## src/rtl/acc_core_ctrl.sv

```systemverilog
// Multicycle accumulator-machine controller and datapath for a 32x8 unified memory.
module acc_core_ctrl #(
  parameter int unsigned ADDR_W   = 5,
  parameter int unsigned DATA_W   = 8,
  parameter int unsigned RESET_PC = 0
) (
  input  logic              clk,
  input  logic              rst_n,
  input  logic              run,
  output logic [ADDR_W-1:0] mem_addr,
  output logic              mem_we,
  output logic [DATA_W-1:0] mem_wdata,
  input  logic [DATA_W-1:0] mem_rdata,
  output logic [DATA_W-1:0] acc_out,
  output logic [ADDR_W-1:0] pc_out,
  output logic              c_flag,
  output logic              halted
);

  localparam int unsigned OP_W = DATA_W - ADDR_W;
  localparam int unsigned SUM_W = DATA_W + 1;

  localparam logic [OP_W-1:0] OP_LDA = OP_W'(0);
  localparam logic [OP_W-1:0] OP_STA = OP_W'(1);
  localparam logic [OP_W-1:0] OP_ADD = OP_W'(2);
  localparam logic [OP_W-1:0] OP_SUB = OP_W'(3);
  localparam logic [OP_W-1:0] OP_AND = OP_W'(4);
  localparam logic [OP_W-1:0] OP_NOT = OP_W'(5);
  localparam logic [OP_W-1:0] OP_JMP = OP_W'(6);
  localparam logic [OP_W-1:0] OP_JZ  = OP_W'(7);

  typedef enum logic [1:0] {
    S_FETCH  = 2'd0,
    S_DECODE = 2'd1,
    S_EXEC   = 2'd2,
    S_HALT   = 2'd3
  } state_t;

  state_t            state_q, state_d;
  logic [ADDR_W-1:0] pc_q, pc_d;
  logic [DATA_W-1:0] acc_q, acc_d;
  logic [DATA_W-1:0] ir_q, ir_d;
  logic              c_q, c_d;

  logic [OP_W-1:0]   op;
  logic [ADDR_W-1:0] opnd;
  logic [SUM_W-1:0]  sum;

  assign op   = ir_q[DATA_W-1:ADDR_W];
  assign opnd = ir_q[ADDR_W-1:0];
  assign sum  = SUM_W'(acc_q) + SUM_W'(mem_rdata);

  // State and architectural registers.
  always_ff @(posedge clk or negedge rst_n) begin
    if (!rst_n) begin
      state_q <= S_FETCH;
      pc_q    <= ADDR_W'(RESET_PC);
      acc_q   <= '0;
      ir_q    <= '0;
      c_q     <= 1'b0;
    end else begin
      state_q <= state_d;
      pc_q    <= pc_d;
      acc_q   <= acc_d;
      ir_q    <= ir_d;
      c_q     <= c_d;
    end
  end

  // Next-state, datapath updates and memory port control.
  always_comb begin
    state_d  = state_q;
    pc_d     = pc_q;
    acc_d    = acc_q;
    ir_d     = ir_q;
    c_d      = c_q;
    mem_addr = pc_q;
    mem_we   = 1'b0;
    case (state_q)
      S_FETCH: begin
        if (run) begin
          ir_d    = mem_rdata;
          pc_d    = pc_q + ADDR_W'(1);
          state_d = S_DECODE;
        end
      end
      S_DECODE: begin
        mem_addr = opnd;
        case (op)
          OP_NOT: begin
            acc_d   = ~acc_q;
            state_d = S_FETCH;
          end
          OP_JMP: begin
            pc_d    = opnd;
            // A jump to its own address is the halt idiom.
            state_d = (opnd == pc_q - ADDR_W'(1)) ? S_HALT : S_FETCH;
          end
          OP_JZ: begin
            if (acc_q == '0) pc_d = opnd;
            state_d = S_FETCH;
          end
          default: state_d = S_EXEC;
        endcase
      end
      S_EXEC: begin
        mem_addr = opnd;
        case (op)
          OP_LDA: acc_d = mem_rdata;
          OP_STA: mem_we = 1'b1;
          OP_ADD: begin
            acc_d = sum[DATA_W-1:0];
            c_d   = sum[DATA_W];
          end
          OP_SUB: begin
            acc_d = acc_q - mem_rdata;
            c_d   = (mem_rdata > acc_q);
          end
          OP_AND: acc_d = acc_q & mem_rdata;
          default: ;
        endcase
        state_d = S_FETCH;
      end
      S_HALT: ;
      default: state_d = S_FETCH;
    endcase
  end

  assign mem_wdata = acc_q;
  assign acc_out   = acc_q;
  assign pc_out    = pc_q;
  assign c_flag    = c_q;
  assign halted    = (state_q == S_HALT);

endmodule

```

## config.mk

```make
export PLATFORM = sky130hd
export DESIGN_NAME = acc_core_ctrl
export DESIGN_NICKNAME = d
export VERILOG_FILES = /design/src/rtl/acc_core_ctrl.sv
export SDC_FILE = /design/constraint.sdc
export NUM_CORES = 1
export LEC_CHECK = 0
export BUFFER_PORTS_ARGS = -buffer_cell sky130_fd_sc_hd__buf_2
export CORE_AREA = 3 3 76 93
export DETAILED_ROUTE_END_ITERATION = 8
export DIE_AREA = 0 0 79 96
export MAX_ROUTING_LAYER = met4
export PLACE_DENSITY_LB_ADDON = 0.12
export SETUP_SLACK_MARGIN = 0.15
export SLEW_MARGIN = 30
export SYNTH_ARGS = -nofsm -noshare
export SYNTH_HDL_FRONTEND = slang
export SYNTH_SLANG_ARGS = --single-unit
```

## constraint.sdc

```tcl
create_clock -name clk -period 3.1 [get_ports clk]
set_input_delay 0.62 -clock clk [delete_from_list [all_inputs] [get_ports clk]]
set_output_delay 0.62 -clock clk [all_outputs]
set_load 0.005 [all_outputs]
```

# After elaboration in Yosys (flattened, before gate mapping)
# Index checks and enable logic that the tools add are counted.
[word_totals]
latchBits = 0
ram_bits = 0
rom_bits = 0
in_bits = 11
elab_cells = 57
memories = 0
ff_bits = 24
[classes]
shift = 0
n_div = 0
n_addsub = 4
bitwise_logic = 2
multipliers = 0
eq_ne = 16
order_cmp = 1
muxes = 15
reduce_logical = 14
[ops]
columns = ["op", "count"]
rows = [
  ["8-bit case mux with 4 select lines", 1],
  ["5-bit case mux with 2 select lines", 2],
  ["8-bit case mux with 2 select lines", 1],
  ["5-bit 2-to-1 mux", 3],
  ["3-bit equality test (second input constant)", 4],
  ["8-bit by 8-bit adder with 9-bit output", 1],
  ["8-bit AND", 1],
  ["8-bit > comparator", 1],
  ["8-bit zero test", 1],
  ["8-bit 2-to-1 mux", 1],
  ["8-bit NOT", 1],
  ["8-bit subtractor", 1],
  ["3-bit by 2-bit equality test with 1-bit output (second input constant)", 2],
  ["2-bit case mux with 3 select lines", 1],
  ["2-bit AND reduction", 3],
  ["2-bit nonzero test", 3],
  ["5-bit by 1-bit adder with 5-bit output (second input constant)", 1],
  ["5-bit equality test", 1],
  ["5-bit by 3-bit != test with 1-bit output (second input constant)", 1],
  ["5-bit by 1-bit subtractor with 5-bit output (second input constant)", 1],
  ["2-bit equality test (second input constant)", 2],
  ["2-bit 2-to-1 mux", 2],
  ["2-bit case mux with 2 select lines", 1],
  ["4-bit AND reduction", 1],
  ["13 further kinds", 15],
]

# Longest topological paths before layout
# Gate-level depths: netlist (run 1).
[depth]
depth_word = 5
depth_mapped = 11
ltp_nobuf = 11

# Least setup slack after synthesis (run 1)
# Ideal clock, no wire load.
[synth_timing]
kind = "in2reg"
start = "input mem_rdata[0]"
end = "register acc_q[4], in the netlist acc_out[4]"
required_time_ps = 3005
path_stages = 8
t_arrival_ps = 2070
setup_slack_ps = 934
path_cell_list = "ha_1 > fa_1 > a21oi_2 > nor2_1 > o31ai_1 > xor2_1 > nor2_1 > o31ai_1"
[synth_via]
elab_chain_len = 3
word_cells_on_any_way = 4
classes_between = "add/sub: 2; mux: 2"
[synth_rtl]
columns = ["item", "line", "text"]
rows = [
  ["from (decl)", "13", "input logic [DATA_W-1:0] mem_rdata,"],
  ["8-bit subtractor or 8-bit by 8-bit adder with 9-bit output (tied branches)", "116, 51", ""],
  ["8-bit case mux with 4 select lines (*)", "108", "case (op)"],
  ["8-bit case mux with 2 select lines (*)", "79", "case (state_q)"],
  ["to (signal assigned)", "58", "acc_q <= '0;"],
  ["to (signal assigned)", "64", "acc_q <= acc_d;"],
  ["to (decl)", "41", "logic [DATA_W-1:0] acc_q, acc_d;"],
]
# Every way passes the cells marked *; elsewhere a longest branch is shown, timed or not.
# A chain may end at the register's enable or synchronous reset.

# Final worst setup path (run 1)
[layout_timing]
start = "register state_q[0]"
end = "output mem_we"
[layout_via]
elab_chain_len = 2
[layout_rtl]
columns = ["item", "line", "text"]
rows = [
  ["from (decl)", "39", "state_t state_q, state_d;"],
  ["from (signal assigned)", "62", "state_q <= state_d;"],
  ["2-bit equality test", "79", ""],
  ["1-bit 2-to-1 mux", "79", ""],
  ["to (decl)", "11", "output logic mem_we,"],
]
# No other way between the ends.

==> results of run 1 <==
## critical path: stages, from the launching register on
cell and delay, ns:
sky130_fd_sc_hd__dfrtp_1 0.44, sky130_fd_sc_hd__inv_1 0.10, sky130_fd_sc_hd__ha_1 0.57, sky130_fd_sc_hd__nor4b_1 0.35, sky130_fd_sc_hd__buf_2 0.18
## logic make-up (layout without fill, tap and decap cells)
logic type / after synthesis / count (layout) / share of synthesized area
adder cells (fa/ha/maj): 26 / 26 / 0.137
flip-flops: 24 / 24 / 0.241
AND/OR/NAND/NOR: 85 / 85 / 0.177
buffers and inverters: 52 / 74 / 0.110
multiplexers: 10 / 10 / 0.0418
XOR/XNOR: 11 / 11 / 0.0387
AO/OA/AOI/OAI: 98 / 98 / 0.255
## state kept, by name, indices dropped and copies added, names as in the netlist
register	count
state_q	2
acc_out	8
ir_q	8
c_flag	1
pc_out	5
## worst min-delay path by stage
| stage | from | endpoint | slack, ns | cells after the start |
|---|---|---|---|---|
| after floorplan | rst_n | acc_out[0]$_DFFE_PN0P_ | 0.32 | 0 |
| after global placement | ir_q[4]$_DFFE_PN0P_ | ir_q[4]$_DFFE_PN0P_ | 0.55 | 2 |
| after detailed placement | ir_q[4]$_DFFE_PN0P_ | ir_q[4]$_DFFE_PN0P_ | 0.55 | 2 |
| after CTS | rst_n | state_q[0]$_DFFE_PN0P_ | 0.36 | 1 |
| after global routing | rst_n | ir_q[6]$_DFFE_PN0P_ | 0.37 | 1 |
| final | rst_n | state_q[0]$_DFFE_PN0P_ | 0.34 | 1 |
## per-layer routing
layer	vias up	wire length, um	share of wire	global-route usage
met5	-	0	0	-
met3	12	306	0.047	0.0103
met1	981	2870	0.44	0.235
li1	1119	-	-	-
met2	65	3170	0.49	0.320
met4	0	158	0.024	0.0616
## per-stage QoR
stage | setup WS [ns] | std cells | hold slack, ns | area (sq um) | power, mW
3_3_place_gp | 0.565 | 410 | 0.548 | 2660 | 2.80
5_1_grt | 0.358 | 413 | 0.369 | 2700 | 3.27
3_5_place_dp | 0.601 | 410 | 0.551 | 2660 | 2.78
2_1_floorplan | 0.934 | 306 | 0.324 | 2490 | 2.28
6_report | 0.566 | 413 | 0.337 | 2700 | 2.95
4_1_cts | 0.543 | 413 | 0.359 | 2700 | 2.98
## cells in the final DEF (no fill, tap or decap), drive strengths merged, types with 2 or more instances in the layout
cell type / n
mux2: 3
o31ai: 4
a21oi: 24
a2111oi: 2
o21ai: 38
o22ai: 3
dfrtp: 24
fa: 2
nor3: 8
xor2: 3
nor2b: 5
nand2b: 3
o2111ai: 2
ha: 24
nor4: 5
o211ai: 5
nor2: 23
mux2i: 7
or2: 2
o21a: 2
inv: 26
a31oi: 9
nand2: 26
nand3: 7
buf: 45
xnor2: 8
clkbuf: 3
o221ai: 2
## where the power goes
part / leakage (nW) / internal [mW] / switching [mW]
sequential: 0.290 / 0.463 / 0.313
clock: 0.0216 / 0.0871 / 0.103
combinational: 0.908 / 0.881 / 1.11
## area by class of cell
class	instances	area, sq um	share of cell area
Sequential cell	24	601	0.222
Tap cell	85	106	0.0394
Timing Repair Buffer	45	240	0.0890
Clock buffer	3	41.3	0.0153
Inverter	26	97.6	0.0361
Multi-Input combinational cell	230	1610	0.598
## synth_stat cells, types with 5 or more instances
cell type | n | share of area
sky130_fd_sc_hd__xnor2_1 | 8 | 0.028
sky130_fd_sc_hd__clkbuf_1 | 8 | 0.012
sky130_fd_sc_hd__nor2_1 | 21 | 0.032
sky130_fd_sc_hd__o21ai_0 | 33 | 0.066
sky130_fd_sc_hd__mux2i_1 | 7 | 0.028
sky130_fd_sc_hd__nand2_1 | 25 | 0.038
sky130_fd_sc_hd__inv_1 | 22 | 0.033
sky130_fd_sc_hd__a21oi_1 | 21 | 0.042
sky130_fd_sc_hd__dfrtp_1 | 24 | 0.24
sky130_fd_sc_hd__a31oi_1 | 9 | 0.023
sky130_fd_sc_hd__ha_1 | 24 | 0.12
sky130_fd_sc_hd__nor3_1 | 7 | 0.014
sky130_fd_sc_hd__buf_4 | 12 | 0.036
sky130_fd_sc_hd__nand3_1 | 5 | 0.010
==> results list, run 1 <==
* Vias in the first global route: 2152
- Setup violations remaining at the end of the flow were counted as 0.
* Clock insertion delay at the later pin of the skew report: 0.27 ns
* Clock slew at reported path FFs: 0.09 ns
- Clock tree synthesis selected as its root buffer the cell sky130_fd_sc_hd__clkbuf_8.
* Number of setup buffers added after CTS: 0
* Number of maximum-capacitance constraint violations: 0
* Starting DRC count in detailed routing: 49
- At the pin with the least slew margin, the transition time is 0.843 ns.
* First element of the critical path: state_q[0]$_DFFE_PN0P_
- The final max-slew violation count is 0.
- Number of enable-type register cells in the synthesized netlist: 0
* Die Y-Extent: 96 um
- Power spread over the standard cell area amounts to 1090 nW/um^2.
- Drc violations: 0
- For this design the static power due to leakage is 1.22 nW.
* Weighted congestion reported at the end of routability-driven placement: 0.906
- The worst register-to-register path has a depth of 8.
* Post-DRT Antenna Nets: 0
- The initial utilization of the core area, before any placement, comes to 0.393.
* CP Data Arrival Time: 1.91 ns
- The number of clock buffers added by TritonCTS is 3.
- Buffers inserted to repair hold after CTS numbered 0.
- Counting every sink on the clock net gives 24.
* Number of nets produced by synthesis: 343
- Hold Violations, Final: 0
- CP Capture Type: primary output
* Setup slack, reg-to-reg: 0.73 ns
* End of the worst register-to-register path: acc_out[6]$_DFFE_PN0P_
- 0 antenna diodes ended up in the layout.
* Layout Skew: 0.00449 ns
- In this run the cell area of the synthesized design comes to 2490 sq um.
* Wire length of the first global-routing pass: 10.9 mm
* Floorplan die area: 7580 sq um
* Post-cts resize count: 0
- After synthesis, the mean cell area works out to 8.13 sq um.
- Of the cells placed in the final design, the portion with a size suffix greater than 1 is 0.226.
* Global route total overflow: 0
- Worst slew margin: 0.432
- Area grow syn2layout: 8.55%
- Static timing analysis puts the maximum clock frequency at 0.395 GHz.
- The run finished with clean final reports.
- Part of the Yosys area used for sequential elements: 0.241
- In the finished design, the share of the clock period the worst path needs comes to 0.817.
* Clock tree from TritonCTS: done
- The Yosys step of the flow raised 0 warnings.
- At the end of the flow, the number of nets in the layout was 367.
- Once layout is complete, the utilization of the core stands at 0.427.
- Overall Global Routing Usage: 0.186
- In this run the number of H-tree levels came out at 1.
- The clock passes through at most 2 buffers.
- Setup TNS: 0 ns
* Placeable core area: 6330 sq um
- Worst setup path endpoint: mem_we
- The most used flip-flop cell after synthesis is sky130_fd_sc_hd__dfrtp_1.
- Critical path class: flop to primary output
* Via count: 2177
* Width of the chip: 79 um
- The initial antenna violation count was 0.
- Half-perimeter wire length of the detailed placement result: 5.16 mm
- Largest net degree at the start of global routing: 25
* Peak VDD IR: 0.379 mV
- Port buffering added 39 buffers.
- Layout fillers: 684
* Drt via density: 5.27
- Source of the worst register-to-register timing path: state_q[0]$_DFFE_PN0P_
- Setup repair after global routing left no endpoint under its margin.
- Share of synthesized registers carrying an async set or reset: 1.00
* Largest driver fanout on the critical path: 15
- After layout, the minimum clock period comes to 2.53 ns.
- Synthesis instantiated 57 different standard cells from the library.
* CP startpoint kind: flop
* Classification of the worst-slack hold path: input port to async pin
- Router iterations before antenna repair: 4
* Final Routed Wirelength: 6.51 mm
- In this run the count of I/O pins placed on the die edge is 40.
* Wire per inst: 15.8 um
- Synthesis produced 306 cells.
- Row generation in the floorplan step produced 32 rows.
- Data required time of the worst path: 2.48 ns
- Count of state elements after synthesis: 24
Note: power is estimated with default switching activity, not from simulation.
==> inputs of run 2 (changes only) <==
==> constraint.sdc (replaced) <==
create_clock -name clk -period 2.3 [get_ports clk]
set_input_delay 0.46 -clock clk [delete_from_list [all_inputs] [get_ports clk]]
set_output_delay 0.46 -clock clk [all_outputs]
set_load 0.005 [all_outputs]
==> results list, run 2 (synthesis gave the netlist of run 1 again) <==
- The flow ran to the end, and the final reports show no timing, DRC or antenna violations.
- Power per Cell Area: 1490 nW/um^2 (+36%)
- Fin worst setup slack: 0.223 ns (-0.343 ns)
- Number of maximum-capacitance constraint violations: 0 (unchanged)
- The arrival time at the worst endpoint was 1.62 ns (-0.29 ns).
* CP startpoint kind: flop
- Share of the core filled with cells: 0.470 (+0.0433)
* Antenna diode count: 0 (unchanged)
- Initial core utilization: 0.393 (unchanged)
* Drt via density: 5.26 (-0.29%)
* Drc violations: 0 (unchanged)
- The signal on the critical path passes through inv_1 > ha_4 > mux2_2 > buf_2.
- The max-slew headroom at the worst pin came to 0.603 (+0.170).
- Final setup violation count: 0 (unchanged)
- Commonest cells after routing, fill and taps aside: sky130_fd_sc_hd__buf_2 (39), sky130_fd_sc_hd__buf_4 (31), sky130_fd_sc_hd__o21ai_0 (30)
- Setup repair after global routing could not meet its margin everywhere.
- Floorplan die area: 7580 sq um (unchanged)
* Worst slack at placement: -0.00947 ns (-0.610 ns)
- Router iterations before antenna repair: 5 (+1)
- Data required time of the worst path: 1.84 ns (-0.64 ns)
* Layout cell share with drive strength beyond 1: 0.314 (+0.0888)
* Wire per inst: 15.7 um (-0.61%)
- Buffers plus inverters on the worst setup path: 2 (unchanged)
- Final layout net count: 392 (+6.8%)
* Kind of cell adding the most delay to the critical path: flip-flops
* Post-route minimum period: 2.08 ns
- The height of the die is 96 um (unchanged).
- The weighted congestion at the end of routability-driven global placement is 0.905 (about the same).
* Number of clock buffers inserted by TritonCTS: 3 (unchanged)
* Crit-path max cell delay: 0.44 ns (-0.13 ns)
* Final cycle utilization of the critical path: 0.903
* Starting DRC count in detailed routing: 64 (+31%)
- Wire length of the first global-routing pass: 11.3 mm (+3.8%)
- The final max-slew violation count is 0 (unchanged).
* Tightest Pin Transition: 0.596 ns (-0.247 ns)
- The total of fill cells in the finished design is 680 (-0.58%).
* Leading cell type in the layout, fill and taps excluded: sky130_fd_sc_hd__buf_2
- The die boundary width was 79 um (unchanged).
* Slowest library cell on the worst path: sky130_fd_sc_hd__dfrtp_1
* Vias in the first global route: 2292 (+6.5%)
- Post-DRT Antenna Nets: 0 (unchanged)
- Layout Skew: 0.00233 ns (-0.00216 ns)
- Global route total overflow: 0 (unchanged)
- Final Routed Wirelength: 6.86 mm (+5.4%)
* Half-perimeter wire length of the detailed placement result: 5.41 mm (+4.8%)
- Initial antenna violation count: 0 (unchanged)
* Placeable core area: 6330 sq um (unchanged)
* Peak VDD IR: 0.544 mV (+44%)
- Static leakage power: 1.35 nW (+11%)
- Buffer depth of the longest clock path: 2 (unchanged)
* CP Capture Type: primary output
* Non-filler cells, final: 438 (+6.1%)
* Via count: 2302 (+5.7%)
- Static timing analysis puts the maximum clock frequency at 0.481 GHz.
- Area grow syn2layout: 19.6%
* Classification of the worst-slack hold path: input port to async pin
- Total placed cells including tap cells: 434 (+5.9%)
- Tightest hold margin: 0.188 ns (-0.149 ns)
* IO Pins: 40 (unchanged)
- Clock tree from TritonCTS: done
- Largest driver fanout on the critical path: 7 (-8)
- The source-to-sink clock delay at the later pin of the worst-skew pair came to 0.27 ns (about the same).
- Clock slew at reported path FFs: 0.09 ns (about the same)
- The floorplan row count is 32 (unchanged).
* Number of H-tree levels: 1 (unchanged)
- Overall Global Routing Usage: 0.193 (+0.00633)
* Number of buffer cells added on primary ports: 39 (unchanged)
- The cell sitting at the root of the clock tree is a sky130_fd_sc_hd__clkbuf_8.
- The worst setup path is of the flop to primary output kind.
* Sinks on the clock net: 24 (unchanged)
- Largest net degree at the start of global routing: 25 (unchanged)
- The final number of hold-violating endpoints was 0 (unchanged).
## run 2: cell type report
class	count	area, sq um	area share
Sequential cell	24	602	0.202
Timing Repair Buffer	70	428	0.144
Multi-Input combinational cell	230	1700	0.571
Tap cell	85	106	0.0358
Inverter	26	97.6	0.0328
Clock buffer	3	41.3	0.0139
## run 2: final timing paths
kind	cells past startpoint	start	to	slack, ns
setup / recovery	4	state_q[0]$_DFFE_PN0P_	mem_addr[4]	0.22
hold / removal	1	rst_n	state_q[0]$_DFFE_PN0P_	0.19
setup reg to reg	9	state_q[0]$_DFFE_PN0P_	acc_out[0]$_DFFE_PN0P_	0.25
hold reg to reg	2	ir_q[1]$_DFFE_PN0P_	ir_q[1]$_DFFE_PN0P_	0.57
max in group asynchronous	1	rst_n	acc_out[1]$_DFFE_PN0P_	1.69
min in group clk	3	mem_rdata[7]	ir_q[7]$_DFFE_PN0P_	0.49
## run 2: timing repair
action	in CTS	in global routing
setup buffers	0	1
hold buffers	0	0
gates resized for setup	3	17
endpoints found under the hold margin	0	0
endpoints found under the setup margin	4	7
pin swaps	0	4
## run 2: worst register-to-register path, delay by kind of cell (launching register included)
kind | cells | cell delay (ns)
compound gates | 3 | 0.31
fa+ha+maj | 1 | 0.29
flops | 1 | 0.44
buf+inv | 3 | 0.37
simple gates | 2 | 0.52
## run 2: stage by stage
stage | setup TNS (ns) | area [sq um] | power (mW)
after floorplan | 0 | 2490 | 3.07
after global placement | 0 | 2840 | 3.98
after global routing | 0 | 2970 | 4.88
after CTS | 0 | 2900 | 4.31
after detailed placement | -0.00947 | 2840 | 4.00
final | 0 | 2970 | 4.42
## run 2: power breakdown
part | leakage, nW | switching (mW) | internal, mW | total [mW]
Combinational | 1.04 | 1.76 | 1.48 | 3.24
Clock | 0.0216 | 0.140 | 0.117 | 0.257
Sequential | 0.289 | 0.300 | 0.627 | 0.927
## run 2: routing by layer
layer | vias up | track usage | part of all wire | routed length (um)
li1 | 1165 | - | - | -
met1 | 1093 | 0.248 | 0.46 | 3170
met2 | 38 | 0.335 | 0.50 | 3430
met3 | 6 | 0.0140 | 0.027 | 186
met4 | 0 | 0.0401 | 0.010 | 71
met5 | - | - | 0 | 0
==> inputs of run 3 (changes only) <==
--- a/config.mk
+++ b/config.mk
@@ -5,12 +5,12 @@
 export SDC_FILE = /design/constraint.sdc
 export NUM_CORES = 1
 export LEC_CHECK = 0
-export BUFFER_PORTS_ARGS = -buffer_cell sky130_fd_sc_hd__buf_2
+export BUFFER_PORTS_ARGS = -buffer_cell sky130_fd_sc_hd__buf_4
 export CORE_AREA = 3 3 76 93
 export DETAILED_ROUTE_END_ITERATION = 8
 export DIE_AREA = 0 0 79 96
 export MAX_ROUTING_LAYER = met4
-export PLACE_DENSITY_LB_ADDON = 0.12
+export PLACE_DENSITY_LB_ADDON = 0.08
 export SETUP_SLACK_MARGIN = 0.15
 export SLEW_MARGIN = 30
 export SYNTH_ARGS = -nofsm -noshare
==> results list, run 3 (synthesis gave the netlist of run 1 again) <==
* Outcome: finished, final reports clean
- Classification of the worst-slack hold path: input port to async pin
- IO Pins: 40 (unchanged)
* Root cell of the clock tree: sky130_fd_sc_hd__clkbuf_8
- Final Routed Wirelength: 6.93 mm (+0.99%)
- The overall overflow remaining after global route came to 0 (unchanged).
- The total routing resource utilization after global routing was 0.192 (-0.000976).
- The share of the clock period used by the worst path after layout was 0.895 (-0.00777).
- Critical path class: flop to primary output
- The clock transition at the register clock pins on the worst setup and hold paths after CTS was 0.09 ns (about the same).
- The final antenna diode count was 0 (unchanged).
- The remaining routing DRC violations came to 0 (unchanged).
- The area of all sequential standard cells was 603 sq um (+0.21%).
- Power per Cell Area: 1500 nW/um^2 (+0.87%)
- Number of clock buffers inserted by TritonCTS: 3 (unchanged)
- The die area came to 7580 sq um (unchanged).
- In the layout the commonest cells are sky130_fd_sc_hd__buf_4 (59), sky130_fd_sc_hd__o21ai_0 (32), sky130_fd_sc_hd__nand2_1 (25).
- The final max-slew violation count was 0 (unchanged).
- Die Y-Extent: 96 um (unchanged)
- The clock sink count was 24 (unchanged).
- Setup slack, reg-to-reg: 0.26 ns (about the same)
- The highest achievable clock rate was 0.486 GHz (+0.87%).
* Peak VDD IR: 0.533 mV (-2.0%)
* Placeable core area: 6330 sq um (unchanged)
- Layout cell share with drive strength beyond 1: 0.287 (-0.0279)
- Setup repair after global routing could not meet its margin everywhere.
- CP Capture Type: primary output
- Final setup violation count: 0 (unchanged)
* Share of the core filled with cells: 0.470 (-0.000593)
- Leading cell type in the layout, fill and taps excluded: sky130_fd_sc_hd__buf_4
- Area grow syn2layout: 19.4%
- TritonCTS built the clock tree.
* Data required time of the worst path: 1.84 ns (about the same)
* Placement Rows: 32 (unchanged)
- Layout fillers: 656 (-3.5%)
- The worst-path maximum fanout is 7 (unchanged).
- The transition at the pin with the smallest max-transition slack was 0.387 ns (-0.209 ns).
- End of the worst register-to-register path: acc_out[4]$_DFFE_PN0P_
- The port buffer count was 39 (unchanged).
- Hold buffer count at CTS: 0 (unchanged)
* Worst slew margin: 0.742 (+0.139)
- The number of iterations in the first detailed-routing pass was 4 (-1).
- Number of maximum-capacitance constraint violations: 0 (unchanged)
* CP Data Arrival Time: 1.60 ns (-0.02 ns)
- The clock tree skew after final layout is 0.00752 ns (+0.00520 ns).
- Initial core utilization: 0.393 (unchanged)
- Crit-path max cell delay: 0.40 ns (-0.04 ns)
- CP startpoint kind: flop
- The number of instances in the placed design came to 423 (-2.5%).
- Buffers plus inverters on the worst setup path: 2 (unchanged)
- Half-perimeter wire length of the detailed placement result: 5.43 mm (+0.42%)
- The number of buffers on the longest clock path is 2 (unchanged).
- Slowest library cell on the worst path: sky130_fd_sc_hd__dfrtp_1
- Number of H-tree levels: 1 (unchanged)
- The die boundary width is 79 um (unchanged).
- Logic depth of the worst register-to-register path: 8 (-1)
- The final critical-path required period is 2.06 ns (-0.0179 ns).
* Starting DRC count in detailed routing: 132 (+110%)
- The routed via count divided by cell count came to 5.24 (-0.32%).
* Kind of cell adding the most delay to the critical path: flip-flops
- Wire length of the first global-routing pass: 11.2 mm (-1.0%)
* Largest net degree at the start of global routing: 25 (unchanged)
* Wire per inst: 16.2 um (+3.6%)
* Source of the worst register-to-register timing path: acc_out[0]$_DFFE_PN0P_
- Via count: 2237 (-2.8%)
- Final layout net count: 381 (-2.8%)
- The number of nets with antenna violations after detailed routing was 0 (unchanged).
* Tot Pwr: 4.46 mW (+0.74%)
- The area of combinational cells with multiple inputs was 1680 sq um (-1.2%).
- Non-Filler Cell Area, Final: 2970 sq um (-0.13%)
* Vias in the first global route: 2175 (-5.1%)
- The source-to-sink clock delay at the later pin of the worst-skew pair was 0.26 ns (about the same).
- Placed Instance Area: 2850 sq um (+0.53%)
* Cells traversed along the worst timing path: inv_1 > ha_4 > mux2_2 > buf_4
- The initial antenna violation count was 0 (unchanged).
- The standby leakage power was 1.32 nW (-2.1%).
- Hold Violations, Final: 0 (unchanged)
* Tightest hold margin: 0.0818 ns (-0.106 ns)
* Weighted congestion reported at the end of routability-driven placement: 0.904 (about the same)
- Non-filler cells, final: 427 (-2.5%)
-- run 3: changes by cell type in the layout (fill, tap and decap cells not counted), moves of 2 or more --
| cell | before | now |
|---|---|---|
| sky130_fd_sc_hd__buf_4 | 31 | 59 |
| sky130_fd_sc_hd__o21ai_0 | 30 | 32 |
| sky130_fd_sc_hd__buf_2 | 39 | 0 |
| sky130_fd_sc_hd__o21ai_1 | 7 | 5 |
-- run 3: report_power, final --
| group | internal, mW | switching (mW) | leakage, nW | total, mW |
|---|---|---|---|---|
| clock network | 0.117 | 0.134 | 0.0216 | 0.251 |
| registers | 0.629 | 0.324 | 0.288 | 0.953 |
| logic | 1.53 | 1.72 | 1.01 | 3.25 |
| total | 2.28 | 2.18 | 1.32 | 4.46 |
-- run 3: cell type report --
cell class | count | share of cell area
multi-input combinational | 230 | 0.565
sequential | 24 | 0.203
timing repair buffer | 59 | 0.149
tap | 85 | 0.0358
inverter | 26 | 0.0329
clock buffer | 3 | 0.0139
-- run 3: worst max path at each step --
stage,start,to,slack (ns),depth (start not counted)
after floorplan,mem_rdata[0],acc_out[4]$_DFFE_PN0P_,0.29,8
after global placement,mem_rdata[0],acc_out[4]$_DFFE_PN0P_,0.00008,9
after detailed placement,mem_rdata[0],acc_out[4]$_DFFE_PN0P_,-0.03,9
after CTS,state_q[1]$_DFFE_PN0P_,mem_addr[4],0.14,4
after global routing,state_q[0]$_DFFE_PN0P_,mem_we,0.11,4
final,state_q[1]$_DFFE_PN0P_,mem_addr[4],0.24,4
-- run 3: worst reg2reg max path: cells and delay by family, from the launching register on --
| kind | cells | cell delay [ns] |
|---|---|---|
| and+or+nand+nor | 2 | 0.11 |
| DFF | 1 | 0.41 |
| adders and majority gates | 2 | 0.60 |
| AOI/OAI and AO/OA | 3 | 0.67 |
| xor gates and xnor gates | 1 | 0.17 |
-- run 3: repair_timing --
item,in CTS,in global routing
buffers inserted,1,0
endpoints found under the setup margin,4,7
gates cloned,0,0
gates resized for setup,2,13
-- run 3: metrics by stage --
stage	setup TNS (ns)	setup slack, ns
6_report	0	0.241
5_1_grt	0	0.106
4_1_cts	0	0.140
3_5_place_dp	-0.0275	-0.0275
3_3_place_gp	0	0.0000804
2_1_floorplan	0	0.294
-- run 3: routing by layer --
metal / share of wire / GRT usage / up-vias
met3: 0.026 / 0.0122 / 4
met2: 0.51 / 0.331 / 42
met4: 0.0048 / 0.0487 / 0
met5: 0 / - / -
met1: 0.46 / 0.246 / 1045
li1: - / - / 1146
